===== config.mk =====
export PLATFORM = sky130hd
export DESIGN_NAME = pipe_skid_reg
export DESIGN_NICKNAME = d
export VERILOG_FILES = /design/src/rtl/pipe_skid_reg.sv
export SDC_FILE = /design/constraint.sdc
export NUM_CORES = 1
export LEC_CHECK = 0
export CAP_MARGIN = 30
export CORE_MARGIN = 5
export CORE_UTILIZATION = 50
export DETAILED_ROUTE_END_ITERATION = 8
export PLACE_DENSITY = 0.86
export SETUP_SLACK_MARGIN = 0.02
export SYNTH_ARGS = -nofsm -noshare
export SYNTH_HDL_FRONTEND = slang
export SYNTH_SLANG_ARGS = --single-unit

===== constraint.sdc =====
create_clock -name clk -period 5.5 [get_ports clk]
set_input_delay 1.1 -clock clk [delete_from_list [all_inputs] [get_ports clk]]
set_output_delay 1.1 -clock clk [all_outputs]
set_load 0.005 [all_outputs]

===== src/rtl/pipe_skid_reg.sv =====
// Pipeline stage register with valid/ready handshake and a 2-entry skid buffer.
// in_ready, out_valid and occupancy come straight from flops, so there is no
// combinational path from out_ready to in_ready and none from in_data to out_data.
module pipe_skid_reg #(
  parameter int unsigned      WIDTH       = 132,
  parameter logic [WIDTH-1:0] RESET_VALUE = '0
) (
  input  logic             clk,
  input  logic             reset,
  input  logic             flush,
  input  logic [WIDTH-1:0] in_data,
  input  logic             in_valid,
  output logic             in_ready,
  output logic [WIDTH-1:0] out_data,
  output logic             out_valid,
  input  logic             out_ready,
  output logic [1:0]       occupancy
);

  localparam int unsigned OCC_W = 2;

  typedef enum logic [1:0] {
    ST_EMPTY = 2'd0,
    ST_FULL  = 2'd1,
    ST_SKID  = 2'd2
  } state_e;

  state_e             state_q, state_d;
  logic [WIDTH-1:0]   main_q, main_d;
  logic [WIDTH-1:0]   skid_q, skid_d;
  logic               in_ready_q, in_ready_d;
  logic               out_valid_q, out_valid_d;
  logic [OCC_W-1:0]   occ_q, occ_d;

  // Next-state, entry updates and next values of the registered status outputs
  always_comb begin
    state_d     = state_q;
    main_d      = main_q;
    skid_d      = skid_q;
    in_ready_d  = 1'b1;
    out_valid_d = 1'b0;
    occ_d       = OCC_W'(0);

    unique case (state_q)
      ST_EMPTY: begin
        if (in_valid) begin
          main_d  = in_data;
          state_d = ST_FULL;
        end
      end
      ST_FULL: begin
        if (out_ready && in_valid) begin
          main_d = in_data;
        end else if (out_ready) begin
          main_d  = RESET_VALUE;
          state_d = ST_EMPTY;
        end else if (in_valid) begin
          skid_d  = in_data;
          state_d = ST_SKID;
        end
      end
      ST_SKID: begin
        // in_ready is low here, so in_data is never looked at
        if (out_ready) begin
          main_d  = skid_q;
          skid_d  = RESET_VALUE;
          state_d = ST_FULL;
        end
      end
      default: begin
        main_d  = RESET_VALUE;
        skid_d  = RESET_VALUE;
        state_d = ST_EMPTY;
      end
    endcase

    // Squash drops everything, including a payload offered this cycle
    if (flush) begin
      main_d  = RESET_VALUE;
      skid_d  = RESET_VALUE;
      state_d = ST_EMPTY;
    end

    unique case (state_d)
      ST_FULL: begin
        in_ready_d  = 1'b1;
        out_valid_d = 1'b1;
        occ_d       = OCC_W'(1);
      end
      ST_SKID: begin
        in_ready_d  = 1'b0;
        out_valid_d = 1'b1;
        occ_d       = OCC_W'(2);
      end
      default: begin
        in_ready_d  = 1'b1;
        out_valid_d = 1'b0;
        occ_d       = OCC_W'(0);
      end
    endcase
  end

  // State, entries and status flops; reset wins over everything
  always_ff @(posedge clk) begin
    if (reset) begin
      state_q     <= ST_EMPTY;
      main_q      <= RESET_VALUE;
      skid_q      <= RESET_VALUE;
      in_ready_q  <= 1'b1;
      out_valid_q <= 1'b0;
      occ_q       <= OCC_W'(0);
    end else begin
      state_q     <= state_d;
      main_q      <= main_d;
      skid_q      <= skid_d;
      in_ready_q  <= in_ready_d;
      out_valid_q <= out_valid_d;
      occ_q       <= occ_d;
    end
  end

  assign in_ready  = in_ready_q;
  assign out_valid = out_valid_q;
  assign out_data  = main_q;
  assign occupancy = occ_q;

endmodule


======== Word level (Yosys, flattened, before mapping) ========
Cells that the tools add are included.
word-level totals
  output and inout port bits .............. 136
  input port bits ......................... 137
  flip-flop bits (word level) ............. 270
cells by class
  bitwise logic cells ..................... 1
  reduce and logical (&&, ||, !) cells .... 6
  mux-type cells .......................... 18
  equality and inequality tests ........... 10
operators with widths
  cell                                                                   count
  132-bit 2-to-1 mux                                                     6
  132-bit case mux with 3 select lines                                   2
  2-bit 2-to-1 mux                                                       6
  2-bit != test, second input constant                                   5
  2-bit case mux with 3 select lines                                     1
  5-bit AND reduction                                                    1
  2-bit by 1-bit equality test with 1-bit output, second input constant  2
  2-bit equality test, second input constant                             2
  2-bit case mux with 2 select lines                                     1
  2-bit OR reduction                                                     2
  3-bit != test, second input constant                                   1
  3-bit AND reduction                                                    1
  2-bit zero test                                                        1
  1-bit 2-to-1 mux                                                       2
  1-bit logical AND                                                      1
  1-bit inverter                                                         1

======== Depth between registers and ports, before layout ========
  depth in word-level cells ............... 8
  gate-level depth with buffers ........... 8
  mapped depth without buffers ............ 6

======== Worst setup path after synthesis ========
No wires, ideal clock.
  path type ............................... in2reg
  from .................................... input out_ready
  to ...................................... register out_valid_q (netlist: out_valid)
  arrival time ............................ 2.382 ns
  path slack .............................. 3.054 ns
  stages on the path ...................... 7
  data required time ...................... 5.436 ns
  library setup time ...................... 0.064 ns
  path through ............................ buf_2 buf_2 a21oi_1 o22a_1 or2_2 ha_1 nor2_1
on the way
  longest elaborated chain between the ends .. 7
  elaborated cells between the ends (all ways) .. 10
  those cells by class .................... 2 x eq/ne; 6 x mux; 2 x reduce/logical
ends and longest elaborated chain
  element                                                                                       line    text
  start: declaration                                                                            16      input logic out_ready,
  2-bit 2-to-1 mux / 1-bit logical AND (equally long branches)                                  54, 52
  2-bit 2-to-1 mux                                                                              52      if (out_ready && in_valid) begin
  2-bit case mux with 3 select lines *                                                          44      unique case (state_q)
  2-bit 2-to-1 mux *                                                                            78      if (flush) begin
  2-bit equality test / 2-bit by 1-bit equality test with 1-bit output (equally long branches)  84      unique case (state_d)
  2-bit OR reduction (no source line) *                                                         --
  1-bit 2-to-1 mux *                                                                            84
  end signal: assignment                                                                        117     out_valid_q <= out_valid_d;
  end: declaration                                                                              32      logic out_valid_q, out_valid_d;
Every way passes the cells marked *; elsewhere a longest branch is shown, timed or not.
A chain may end at the register's enable or synchronous reset.

======== Worst setup path in the final report ========
  from .................................... register state_q[1]
  to ...................................... register main_q[105] (netlist: out_data[105])
on the way
  longest elaborated chain between the ends .. 3
  elaborated cells between the ends (all ways) .. 8
  those cells by class .................... 5 x eq/ne; 1 x mux; 2 x reduce/logical
ends and longest elaborated chain
  element                                                                       line  text
  start: declaration                                                            28    state_e state_q, state_d;
  start signal: assignment                                                      113   state_q <= state_d;
  2-bit by 1-bit equality test with 1-bit output, or another cell as far along  44
  3-bit != test (no source line) / 2-bit != test (equally long branches)        --
  3-bit AND reduction (no source line)                                          --
  end signal: assignment                                                        114   main_q <= main_d;
  end: declaration                                                              29    logic [WIDTH-1:0] main_q, main_d;
Parallel ways exist; a longest one is shown, timed or not.

==> summary.log <==
qor: outcome.run_status finished clean
qor: layout.filler_cells 2108
qor: placement.portBuffers 272
qor: worst_setup_path.timing_worst_setup_path_type flop to flop
qor: logic_synthesis.post_synth.cell_area_avg 8.758 um^2
qor: logic_synthesis.mappedNetlistArea 13280 um^2
qor: floorplan.die_y 173.0 um
qor: detailed_routing.detail-route-antenna-nets 0
qor: worst_setup_path.cp_slowest_cell sky130_fd_sc_hd__dfxtp_4
qor: floorplan.placementRows 59
qor: detailed_routing.dr_total_vias 12150
qor: timing.worst-slew-pin-transition 1027 ps
qor: clocking.worstSkewPairLatency 550 ps
qor: clocking.postCtsHoldBufs 0
qor: logic_synthesis.synth.yosys.seq_area_share 0.4071
qor: worst_setup_path.slowest_delay 880 ps
qor: logic_synthesis.synthCells 1516
qor: timing.maxSlewHeadroom 0.3151
qor: floorplan.dieArea 29910 um^2
qor: floorplan.io-pin-count 273
qor: logic_synthesis.yosysWarningCount 0
qor: detailed_routing.wl 37820 um
qor: clocking.clock_sink_count 270
qor: grt.grt_antenna_before_repair 0
qor: worst_setup_path.critical_path.max_fanout 96
qor: floorplan.placeableCoreArea 26130 um^2
qor: placement.gp_congestion 0.7945
qor: timing.fin_crit 3295 ps
qor: grt.pin_count_of_the_biggest_net_entering_global_routing 133
qor: clocking.cts_made_buffers 30
qor: min_path.min_path_cells 2
qor: timing.final-setup-viol-count 0
qor: clocking.ctsLongestPathBuffers 3
qor: clocking.cts.reportedPaths.clkPinSlew 60 ps
qor: power.power-per-cell-area 291.0 nW/um^2
qor: detailed_routing.vias_per_cell 5.990
qor: layout.layout.cells.non_filler 2028
qor: logic_synthesis.ys_ff_latch 270
qor: worst_setup_path.rr_worst_depth 6
qor: clocking.ctsResizeCount 0
qor: timing.report.final.hold_viol_count 0
qor: worst_setup_path.worst-endpoint-required 5910 ps
qor: floorplan.start_util 0.5080
qor: placement.final_hpwl_dp 22200 um
qor: flow_run.cap_violations 0
qor: logic_synthesis.synth_cell_type_count 25
qor: logic_synthesis.syn-num-nets 1656
qor: worst_setup_path.cp_cell_sequence buf_4 -> and2_1 -> o32ai_4 -> buf_4 -> a221oi_1 -> nor2_1
qor: clocking.cell_at_the_root_of_the_clock_tree sky130_fd_sc_hd__clkbuf_16
qor: timing.setup_tns 0 ps
qor: detailed_routing.dr.pass1.iters 6
qor: power.irDropWorstVdd 187.4 uV
qor: timing.finalMaxSlewViolations 0
qor: timing.worst_slack 2205 ps
qor: timing.max_freq 303.5 MHz
qor: placement.dp.cells 1974
qor: detailed_routing.drt_iter0_markers 1263
qor: timing.rsz0062_at_grt no
qor: layout.finalNetCount 1811
qor: layout.final_layout_size_suffix_gt1_frac 0.06734
qor: grt.grt_use_total 0.2410
qor: clocking.number_of_setup_buffers_added_after_cts 0
qor: grt.first_global_vias 12160
qor: clocking.tritoncts built
qor: worst_setup_path.critPathCaptureType flop
qor: layout.post-route-util 0.6473
qor: worst_setup_path.critPathMostFrequentCell sky130_fd_sc_hd__buf_4
qor: layout.flow.area_growth_from_synthesis 27.41%
qor: worst_setup_path.arrival 3700 ps
qor: layout.antennaDiodeCount 0
qor: timing.finClkSkew 6.467 ps
qor: power.power.static_leakage 5.745 nW
qor: detailed_routing.detail_route.wl_per_cell 18.65 um
qor: grt.grt_overflow 0
qor: worst_setup_path.critical_path.startpoint_type flop
qor: min_path.min-delay-path-class flop to flop
qor: clocking.h-tree-depth 1
qor: placement.placement.setup.worst_slack 1910 ps
qor: floorplan.die_x 173.0 um
qor: timing.period_share 0.5990
qor: grt.grt_pass1_wl 62730 um
qor: detailed_routing.number_of_remaining_drc_errors 0
[where the power goes]
group | switching, mW | internal [mW]
sequential | 0.0376 | 2.00
combinational | 0.332 | 0.311
clock | 0.808 | 1.43
total | 1.18 | 3.74
[critical path, delay by kind of cell, from the launching register on]
kind                   cells  cell delay, ps
buffers and inverters      2            1210
flip-flops                 1             880
AO/OA/AOI/OAI              2             580
AND/OR/NAND/NOR            2             370
[layout make-up]
class	instances	area, um^2	area share
clock inverters	6	155.1	0.009172
flip-flops and latches	270	5413	0.3200
repair buffers	286	2873	0.1698
well taps	335	419.2	0.02478
clock buffers	48	970.9	0.05740
inverters	1	3.754	0.0002219
multi-input cells	1082	7081	0.4186
[state kept, by name (all words and copies together) (netlist names)]
signal	count
occupancy	2
state_q	2
out_valid	1
in_ready	1
skid_q	132
out_data	132
[layer usage]
| metal | part of all wire | GRT usage | vias up |
|---|---|---|---|
| li1 | - | - | 5695 |
| met1 | 0.42 | 0.3141 | 5841 |
| met2 | 0.47 | 0.4066 | 515 |
| met3 | 0.070 | 0.04039 | 96 |
| met4 | 0.035 | 0.08380 | 0 |
| met5 | 0 | 0 | - |
[per-stage QoR]
step / hold WS, ps / area (um^2) / power (mW)
final: 489.1 / 16920 / 4.922
after global routing: 512.1 / 16920 / 5.100
after detailed placement: 481.4 / 15790 / 2.720
after floorplan: 460.0 / 13280 / 2.440
after global placement: 472.0 / 15770 / 2.707
after CTS: 494.8 / 16920 / 4.956
[placed cells by master (no fill, tap or decap)]
cell                              instances
sky130_fd_sc_hd__clkdlybuf4s50_1        270
sky130_fd_sc_hd__nor2_1                 269
sky130_fd_sc_hd__dfxtp_1                268
sky130_fd_sc_hd__a21oi_1                133
sky130_fd_sc_hd__and2_1                 133
sky130_fd_sc_hd__mux2i_1                133
sky130_fd_sc_hd__nand3b_1               132
sky130_fd_sc_hd__nand3_1                132
sky130_fd_sc_hd__a221oi_1                92
sky130_fd_sc_hd__a221oi_2                40
sky130_fd_sc_hd__clkbuf_16               32
sky130_fd_sc_hd__buf_4                   12
sky130_fd_sc_hd__clkbuf_8                11
sky130_fd_sc_hd__clkbuf_1                 5
sky130_fd_sc_hd__bufinv_16                5
sky130_fd_sc_hd__buf_12                   4
sky130_fd_sc_hd__nor2b_1                  3
sky130_fd_sc_hd__ha_1                     3
sky130_fd_sc_hd__nand2b_1                 2
sky130_fd_sc_hd__dfxtp_4                  2
sky130_fd_sc_hd__and2b_4                  1
sky130_fd_sc_hd__o22a_4                   1
sky130_fd_sc_hd__nor2b_4                  1
sky130_fd_sc_hd__or3_1                    1
sky130_fd_sc_hd__inv_1                    1
sky130_fd_sc_hd__nor3b_1                  1
sky130_fd_sc_hd__o22a_1                   1
sky130_fd_sc_hd__or2_2                    1
sky130_fd_sc_hd__or2_4                    1
sky130_fd_sc_hd__o32ai_4                  1
sky130_fd_sc_hd__and2_4                   1
sky130_fd_sc_hd__clkinv_2                 1
[path summary, 6_finish.rpt]
check | from | endpoint | slack [ps]
max | state_q[1]$_SDFF_PP0_ | out_data[105]$_SDFFE_PP0P_ | 2210
min | skid_q[79]$_SDFFE_PP0P_ | skid_q[79]$_SDFFE_PP0P_ | 490
max reg2reg | state_q[1]$_SDFF_PP0_ | out_data[105]$_SDFFE_PP0P_ | 2210
min reg2reg | skid_q[79]$_SDFFE_PP0P_ | skid_q[79]$_SDFFE_PP0P_ | 490
[logic make-up (layout without fill, tap and decap cells)]
family                   after synthesis  after routing  synth area share
buffers and inverters                164            341           0.06079
AND/OR/NAND/NOR                      678            678            0.2695
AO/OA/AOI/OAI                        268            268            0.1595
flip-flops                           270            270            0.4071
adder cells (fa/ha/maj)                3              3          0.002828
multiplexers                         133            133            0.1003
[synth_stat cells]
cell type,n,area share
sky130_fd_sc_hd__dfxtp_1,270,0.41
sky130_fd_sc_hd__nor2_1,269,0.076
sky130_fd_sc_hd__and2_1,134,0.063
sky130_fd_sc_hd__a21oi_1,133,0.050
sky130_fd_sc_hd__mux2i_1,133,0.10
sky130_fd_sc_hd__nand3_1,132,0.050
sky130_fd_sc_hd__nand3b_1,132,0.075
sky130_fd_sc_hd__a221oi_1,92,0.061
sky130_fd_sc_hd__clkbuf_1,85,0.024
sky130_fd_sc_hd__buf_2,42,0.016
sky130_fd_sc_hd__a221oi_2,40,0.045
sky130_fd_sc_hd__buf_6,14,0.012
sky130_fd_sc_hd__buf_1,13,0.0037
sky130_fd_sc_hd__buf_4,9,0.0051
sky130_fd_sc_hd__ha_1,3,0.0028
sky130_fd_sc_hd__nor2b_1,3,0.0014
sky130_fd_sc_hd__nand2b_1,2,0.00094
sky130_fd_sc_hd__o22a_1,2,0.0013
sky130_fd_sc_hd__or2_2,2,0.00094
sky130_fd_sc_hd__and2b_1,1,0.00057
sky130_fd_sc_hd__inv_1,1,0.00028
sky130_fd_sc_hd__nor2b_4,1,0.0010
sky130_fd_sc_hd__nor3b_1,1,0.00057
sky130_fd_sc_hd__o32ai_4,1,0.0021
sky130_fd_sc_hd__or3_1,1,0.00047
Note: power is estimated with default switching activity, not from simulation.
